## src/rtl/mux_arb_pkg.sv

```systemverilog
// Shared definitions for the round-robin mux arbiter: FSM state encoding,
// requester count, select width and the one-hot grant helper.
package mux_arb_pkg;

  typedef enum logic {
    ST_IDLE = 1'b0,
    ST_BUSY = 1'b1
  } state_e;

  localparam int N_REQ = 4;
  localparam int SEL_W = 2;

  function automatic logic [N_REQ-1:0] onehot4(input logic [SEL_W-1:0] idx);
    return 4'b0001 << idx;
  endfunction

endpackage

```

## src/rtl/rr_pick4.sv

```systemverilog
// Combinational round-robin winner search over four requesters, starting
// at ptr and wrapping modulo 4.
module rr_pick4
  import mux_arb_pkg::*;
(
  input  logic [N_REQ-1:0] req,
  input  logic [SEL_W-1:0] ptr,
  output logic [SEL_W-1:0] winner,
  output logic             any
);

  logic [SEL_W-1:0] idx;

  // Scan from farthest to nearest offset so the nearest set bit wins.
  always_comb begin
    winner = 2'd0;
    any    = 1'b0;
    idx    = 2'd0;
    for (int k = N_REQ - 1; k >= 0; k--) begin
      idx = ptr + SEL_W'(k);
      if (req[idx]) begin
        winner = idx;
        any    = 1'b1;
      end else begin
        any    = any;
      end
    end
  end

endmodule

```

## src/rtl/rr_mux_arbiter.sv

```systemverilog
// Round-robin 4:1 mux arbiter with a registered single-word output stage.
// Optional burst locking is enabled by defining RR_MUX_ARBITER_LOCK_EN.
module rr_mux_arbiter
  import mux_arb_pkg::*;
#(
  parameter int W     = 8,
  parameter int N_REQ = 4
) (
  input  logic               clk,
  input  logic               rst,
  input  logic [N_REQ-1:0]   req,
  input  logic [N_REQ*W-1:0] din,
`ifdef RR_MUX_ARBITER_LOCK_EN
  input  logic [N_REQ-1:0]   last,
`endif
  output logic [N_REQ-1:0]   ack,
  output logic [W-1:0]       out_data,
  output logic               out_valid,
  input  logic               out_ready,
  output logic [SEL_W-1:0]   sel,
  output logic               busy
);

  state_e           state_q;
  logic [N_REQ-1:0] ack_q;
  logic [W-1:0]     data_q, data_d;
  logic             valid_q;
  logic             busy_q;
  logic [SEL_W-1:0] sel_q;
  logic [SEL_W-1:0] ptr_q, ptr_d;
  logic [SEL_W-1:0] winner;
  logic             any;
  logic             sel_a, sel_b;

  rr_pick4 u_pick (
    .req    (req),
    .ptr    (ptr_q),
    .winner (winner),
    .any    (any)
  );

  assign sel_a = winner[1];
  assign sel_b = winner[0];

  // 4-to-1 data select: A is the high select bit, B the low one.
  always_comb begin
    data_d = din[0 +: W];
    case ({sel_a, sel_b})
      2'b00:   data_d = din[0*W +: W];
      2'b01:   data_d = din[1*W +: W];
      2'b10:   data_d = din[2*W +: W];
      2'b11:   data_d = din[3*W +: W];
      default: data_d = din[0*W +: W];
    endcase
  end

  // Next search start: hold on the winner while its burst is still open.
  always_comb begin
    ptr_d = winner + 2'd1;
`ifdef RR_MUX_ARBITER_LOCK_EN
    if (!last[winner]) begin
      ptr_d = winner;
    end else begin
      ptr_d = winner + 2'd1;
    end
`endif
  end

  // Capture/hold FSM; ack is a one-cycle pulse on each capture.
  always_ff @(posedge clk) begin
    if (rst) begin
      state_q <= ST_IDLE;
      ack_q   <= {N_REQ{1'b0}};
      data_q  <= {W{1'b0}};
      valid_q <= 1'b0;
      busy_q  <= 1'b0;
      sel_q   <= 2'd0;
      ptr_q   <= 2'd0;
    end else begin
      ack_q <= {N_REQ{1'b0}};
      case (state_q)
        ST_IDLE: begin
          if (any) begin
            state_q <= ST_BUSY;
            data_q  <= data_d;
            sel_q   <= winner;
            ack_q   <= onehot4(winner);
            ptr_q   <= ptr_d;
            valid_q <= 1'b1;
            busy_q  <= 1'b1;
          end
        end
        ST_BUSY: begin
          if (out_ready) begin
            state_q <= ST_IDLE;
            valid_q <= 1'b0;
            busy_q  <= 1'b0;
          end
        end
        default: begin
          state_q <= ST_IDLE;
          valid_q <= 1'b0;
          busy_q  <= 1'b0;
        end
      endcase
    end
  end

  assign ack       = ack_q;
  assign out_data  = data_q;
  assign out_valid = valid_q;
  assign sel       = sel_q;
  assign busy      = busy_q;

endmodule

```

## config.mk

```make
export PLATFORM = sky130hd
export DESIGN_NAME = rr_mux_arbiter
export DESIGN_NICKNAME = d
export VERILOG_FILES = /design/src/rtl/mux_arb_pkg.sv /design/src/rtl/rr_pick4.sv /design/src/rtl/rr_mux_arbiter.sv
export SDC_FILE = /design/constraint.sdc
export NUM_CORES = 1
export LEC_CHECK = 0
export ABC_AREA = 1
export BUFFER_PORTS_ARGS = -buffer_cell sky130_fd_sc_hd__buf_2
export CAP_MARGIN = 25
export CORE_MARGIN = 2
export CORE_UTILIZATION = 50
export CTS_BUF_LIST = sky130_fd_sc_hd__clkbuf_2 sky130_fd_sc_hd__clkbuf_4 sky130_fd_sc_hd__clkbuf_8
export CTS_CLUSTER_DIAMETER = 120
export CTS_CLUSTER_SIZE = 8
export DETAILED_ROUTE_END_ITERATION = 8
export HOLD_SLACK_MARGIN = 0.03
export PLACE_DENSITY_LB_ADDON = 0.2
export REMOVE_ABC_BUFFERS = 1
export SYNTH_ARGS = -nofsm -noshare
export SYNTH_HDL_FRONTEND = slang
export SYNTH_SLANG_ARGS = --single-unit
export TNS_END_PERCENT = 5
```

## constraint.sdc

```tcl
create_clock -name clk -period 4.26 [get_ports clk]
set_input_delay 0.213 -clock clk [delete_from_list [all_inputs] [get_ports clk]]
set_output_delay 0.213 -clock clk [all_outputs]
set_load 0.1 [all_outputs]
```

Yosys cells after proc, flatten, opt, wreduce, memory -nomap -nowiden
Cells that the tools add are included.
{"block": "op_classes", "addsub": 4, "n_lt_le_gt_ge": 4, "eq_ne": 5, "shifts": 1, "muxes": 23, "bitwise_logic": 2, "n_reduce_logical": 4}
{"operator": "$pmux 8 s4", "n": 1}
{"operator": "$lt 2x3->1 const B", "n": 4}
{"operator": "$mux 1", "n": 12}
{"operator": "$bmux 1 s2", "n": 4}
{"operator": "$mux 2", "n": 4}
{"operator": "$add 2x1->2 const B", "n": 2}
{"operator": "$add 2x2->2 const B", "n": 2}
{"operator": "$eq 2x2->1 const B", "n": 2}
{"operator": "$ne 2x2->1 const B", "n": 2}
{"operator": "$pmux 1 s2", "n": 2}
{"operator": "$reduce_and 2->1", "n": 2}
{"operator": "$shl 1x2->4 const A", "n": 1}
{"operator": "$reduce_or 3->1", "n": 1}
{"operator": "$eq 2x1->1 const B", "n": 1}
{"operator": "$logic_not 2->1", "n": 1}
{"operator": "$not 1->1", "n": 2}
{"block": "totals", "ff_bits": 18, "in_bits": 39, "word_cells": 49}

Depth between registers and ports, before layout
{"block": "logic_depth", "depth_word": 9, "depth_mapped": 16, "mapped_depth_nobuf": 14}

Cells and area by module
Synthesis repeated with hierarchy kept, for this count alone.
{"block": "unflattened", "cells_unflattened": 183, "hier_area_um2": 1131.1}
{"module": "rr_mux_arbiter", "n_inst": 1, "cells_per_inst": 139, "area_per_inst_um2": 915.9, "seq_area_each_um2": 360.3}
{"module": "rr_pick4", "n_inst": 1, "cells_per_inst": 44, "area_per_inst_um2": 215.2, "seq_area_each_um2": 0.0}

Worst setup path after synthesis
OpenSTA, ideal clock, no wires.
{"block": "synth_timing", "path_type": "register -> register", "from": "register ptr_q[0]", "to": "register data_q[2], in the netlist out_data[2]", "arrival_time_ns": 1.880, "required_time_ns": 4.141, "path_slack_ns": 2.261, "path_stages_with_launch": 16, "path_buffers": 2, "period_less_slack_ns": 1.999, "path_cell_list": "dfxtp_1 buf_6 inv_8 nand2_1 nand3_1 nand2_1 inv_1 nand2_1 nand2_1 nand2_2 ha_1 inv_1 clkbuf_1 nand2_1 o22ai_1 o21ai_2"}
{"block": "synth_via", "elab_chain_len": 9, "word_cells_on_any_way": 25, "classes_between": "3 x add/sub; 3 x eq/ne; 17 x mux; 2 x reduce/logical"}
{"item": "start, declared", "line": "rr_mux_arbiter.sv:30", "rtl": "logic [SEL_W-1:0] ptr_q, ptr_d;"}
{"item": "start signal, assigned", "line": "rr_mux_arbiter.sv:88", "rtl": "ptr_q <= ptr_d;"}
{"item": "$add 2x2->2", "line": "rr_pick4.sv:20", "rtl": "idx = ptr + SEL_W'(k);"}
{"item": "$bmux 1 s2", "line": "rr_pick4.sv:21", "rtl": "if (req[idx]) begin"}
{"item": "$mux 1 (implied by the code)", "line": "rr_pick4.sv:21"}
{"item": "$mux 2 (4 in series)", "line": "rr_pick4.sv:21"}
{"item": "$eq 2x2->1 (tied with other cells)", "line": "rr_mux_arbiter.sv:48", "rtl": "case ({sel_a, sel_b})"}
{"item": "$pmux 8 s4", "line": "rr_mux_arbiter.sv:48"}
{"item": "end signal, assigned", "line": "rr_mux_arbiter.sv:74", "rtl": "data_q <= {W{1'b0}};"}
{"item": "end signal, assigned", "line": "rr_mux_arbiter.sv:85", "rtl": "data_q <= data_d;"}
{"item": "end, declared", "line": "rr_mux_arbiter.sv:26", "rtl": "logic [W-1:0] data_q, data_d;"}
Parallel ways exist; a longest one is shown, timed or not. The select of a mux whose other input is x is not followed.
A chain may end at the register's enable or synchronous reset.

Worst setup path in the final report
{"block": "layout_timing", "from": "register ptr_q[0]", "to": "register data_q[5], in the netlist out_data[5]"}
Same word-level chain as after synthesis.

==> impl_metrics.toml <==
[yosys]
ys_seq_area_frac = 0.316
synthArstFlopShare = 0
ys.flop_type = "dfxtp_1"
synth_warnings = 0
ys_ff_latch = 18
synth_edf_count = 0
syn_area_per_cell_sq_um = 7.12
yosysUniqueCellTypes = 26
synth.cell_area_sq_um = 1140
syn_inst = 160

[timing]
slew_headroom = 0.676
finalCritPeriodShare = 0.542
worst_pin_slew_ps = 489
fin_crit_ps = 2310
worst_hold_slack_ps = 150
hold_violations = 0
grt_setup_unrepaired = "no"
drv_slew = 0
fin_setup_tns_ps = 0
setup-violations-final = 0
max_freq_mhz = 433
clock_skew_ps = 2.92

[die]
start_util = 0.520
die_h_microns = 51.7
core_area_sq_um = 2190
ios = 55
dieArea_sq_um = 2670
rows = 17
die_width_microns = 51.7

[power]
p_per_area_nw_per_um2 = 981
power.total_mw = 1.39
p_seq_frac = 0.187
switching_share = 0.607
p_int_mw = 0.546
p_comb_frac = 0.754
power_leakage_nw = 0.800
peakVddDrop_uv = 516
switching_power_mw = 0.843
clockPowerShare = 0.058

[cells_and_area]
drive_above_1_share = 0.397
layout_common_cells = "54 x buf_2, 45 x nand2_1, 18 x dfxtp_1"
synthToLayoutAreaGrowth_pct = 24.4
fillers = 210
antenna_cells = 0
final_common_cell = "buf_2"
final_core_util = 0.646
nets = 254

[cts]
cts_buffer_depth = 2
cts.hold.buffers_added = 0
cts_sinks = 18
clock_latency_ps = 280
path_clk_slew_ps = 100
cts_setup_buffers = 0
cts_max_level = 1
root_buffer = "clkbuf_4"
cts_resized = 0
cts_tree = "yes"
cts_made_buffers = 3

[routing]
ant_nets = 0
post_drt_wl_per_cell_microns = 11.3
drtIter0Drc = 23
totalWireLength_microns = 2670
first_pass_iters = 5
vias = 1222
drc = 0
via_per_inst = 5.16

[critical_path]
reg2regPathDepth = 12
criticalPathCategory = "flip-flop to flip-flop"
slowest_stage = "dfxtp_1"
crit_arrival_ps = 2490
crit_start = "ptr_q[0]"
path_cells = "nand2_1 -> nand3_1 -> nand2_1 -> inv_1 -> nand2_1 -> nand2_1 -> nand2_2 -> ha_1 -> inv_1 -> nand2_1 -> o22ai_1 -> o21ai_2"
max_stage_delay_ps = 570
reg2reg_slack_ps = 1950
worst_setup_path_start_kind = "flip-flop"
timing.rr.start = "ptr_q[0]"
cp_data_required_time_ps = 4440
cpMostUsedCell = "nand2_1"
worst-path-max-fanout = 16
r2r_end = "out_data[5]"
critPathCaptureType = "flip-flop"

[grt]
grt_pass1_vias = 1032
grt_pass1_wl_microns = 4040
grt_use_total = 0.199
grt_overflow_total = 0
antenna_found_initial = 0
grt_max_degree = 17

[status]
status = "finished, final reports clean"

[place]
port_buffers = 54
gp_congestion = 0.820
hpwl_microns = 2100

[flow_run]
max-cap-violations = 0

[hold_path]
min_path_type = "primary input to flip-flop"
min-delay-start = "rst"
min_to = "ptr_q[0]"
min_path_cells = 2
through the flow:
| step | setup WS, ps | cell area [sq um] | cells |
|---|---|---|---|
| global route | 1740 | 1420 | 237 |
| finish | 1950 | 1420 | 237 |
| CTS | 1980 | 1420 | 237 |
| floorplan | 2270 | 1090 | 152 |
| global placement | 2030 | 1390 | 234 |
| detailed placement | 1990 | 1390 | 234 |
routing by layer:
metal / GRT usage / wire length (microns)
met2: 0.391 / 1380
met5: 0 / 0
met4: 0.0789 / 27
met3: 0.0172 / 155
met1: 0.216 / 1110
sequential cells by signal, indices dropped and copies added, names as in the netlist:
name	count
ack	4
ptr_q	2
out_data	8
state_q	1
sel	2
busy	1
kinds of logic after synthesis:
kind of cell / share of synthesized area
adders and majority gates: 0.0440
DFF: 0.316
AOI/OAI and AO/OA: 0.200
buffers and inverters: 0.112
and+or+nand+nor: 0.327
power by group through the flow:
| stage | clock (mW) | sequential, mW | combinational, mW |
|---|---|---|---|
| 6_report | 0.0812 | 0.260 | 1.05 |
| 5_1_grt | 0.0895 | 0.267 | 1.13 |
| 4_1_cts | 0.0826 | 0.260 | 1.05 |
| 3_5_place_dp | 0 | 0.263 | 1.05 |
| 3_3_place_gp | 0 | 0.261 | 1.03 |
| 2_1_floorplan | 0 | 0.583 | 0.556 |
synthesized netlist by cell type, types with 2 or more instances:
| cell | number | share of area |
|---|---|---|
| o22ai_1 | 8 | 0.044 |
| ha_1 | 4 | 0.044 |
| clkbuf_1 | 3 | 0.0099 |
| dfxtp_1 | 18 | 0.32 |
| buf_6 | 2 | 0.020 |
| nand2_1 | 45 | 0.15 |
| inv_2 | 3 | 0.0099 |
| inv_1 | 13 | 0.043 |
| nor2_1 | 8 | 0.026 |
| o21ai_0 | 3 | 0.013 |
| nand2_2 | 8 | 0.044 |
| nand3_2 | 2 | 0.018 |
| nand3_1 | 15 | 0.066 |
| o21ai_2 | 8 | 0.062 |
| a22o_1 | 8 | 0.062 |
| a21oi_1 | 2 | 0.0088 |
final cells by class:
cell class	instances	area, sq um	share of cell area
multi-input cells	116	651	0.459
inverters	18	77.6	0.0548
clock buffers	3	22.5	0.0159
repair buffers	54	270	0.191
well taps	28	35.0	0.0247
flip-flops and latches	18	360	0.254
how the worst max path moves through the flow:
| stage | depth (start not counted) | to | slack, ps |
|---|---|---|---|
| final | 12 | out_data[5] | 1950 |
| after global routing | 12 | out_data[6] | 1740 |
| after CTS | 12 | out_data[4] | 1980 |
| after detailed placement | 12 | out_data[4] | 1990 |
| after global placement | 12 | out_data[5] | 2030 |
| after floorplan | 13 | out_data[4] | 2270 |
worst max-delay path: cells and delay by family, from the launching register on:
| kind | cells | cell delay [ps] |
|---|---|---|
| AO/OA/AOI/OAI | 2 | 260 |
| flip-flops | 1 | 570 |
| buffers and inverters | 2 | 430 |
| adder cells (fa/ha/maj) | 1 | 210 |
| AND/OR/NAND/NOR | 7 | 740 |
Power figures use the tool's default switching activity.
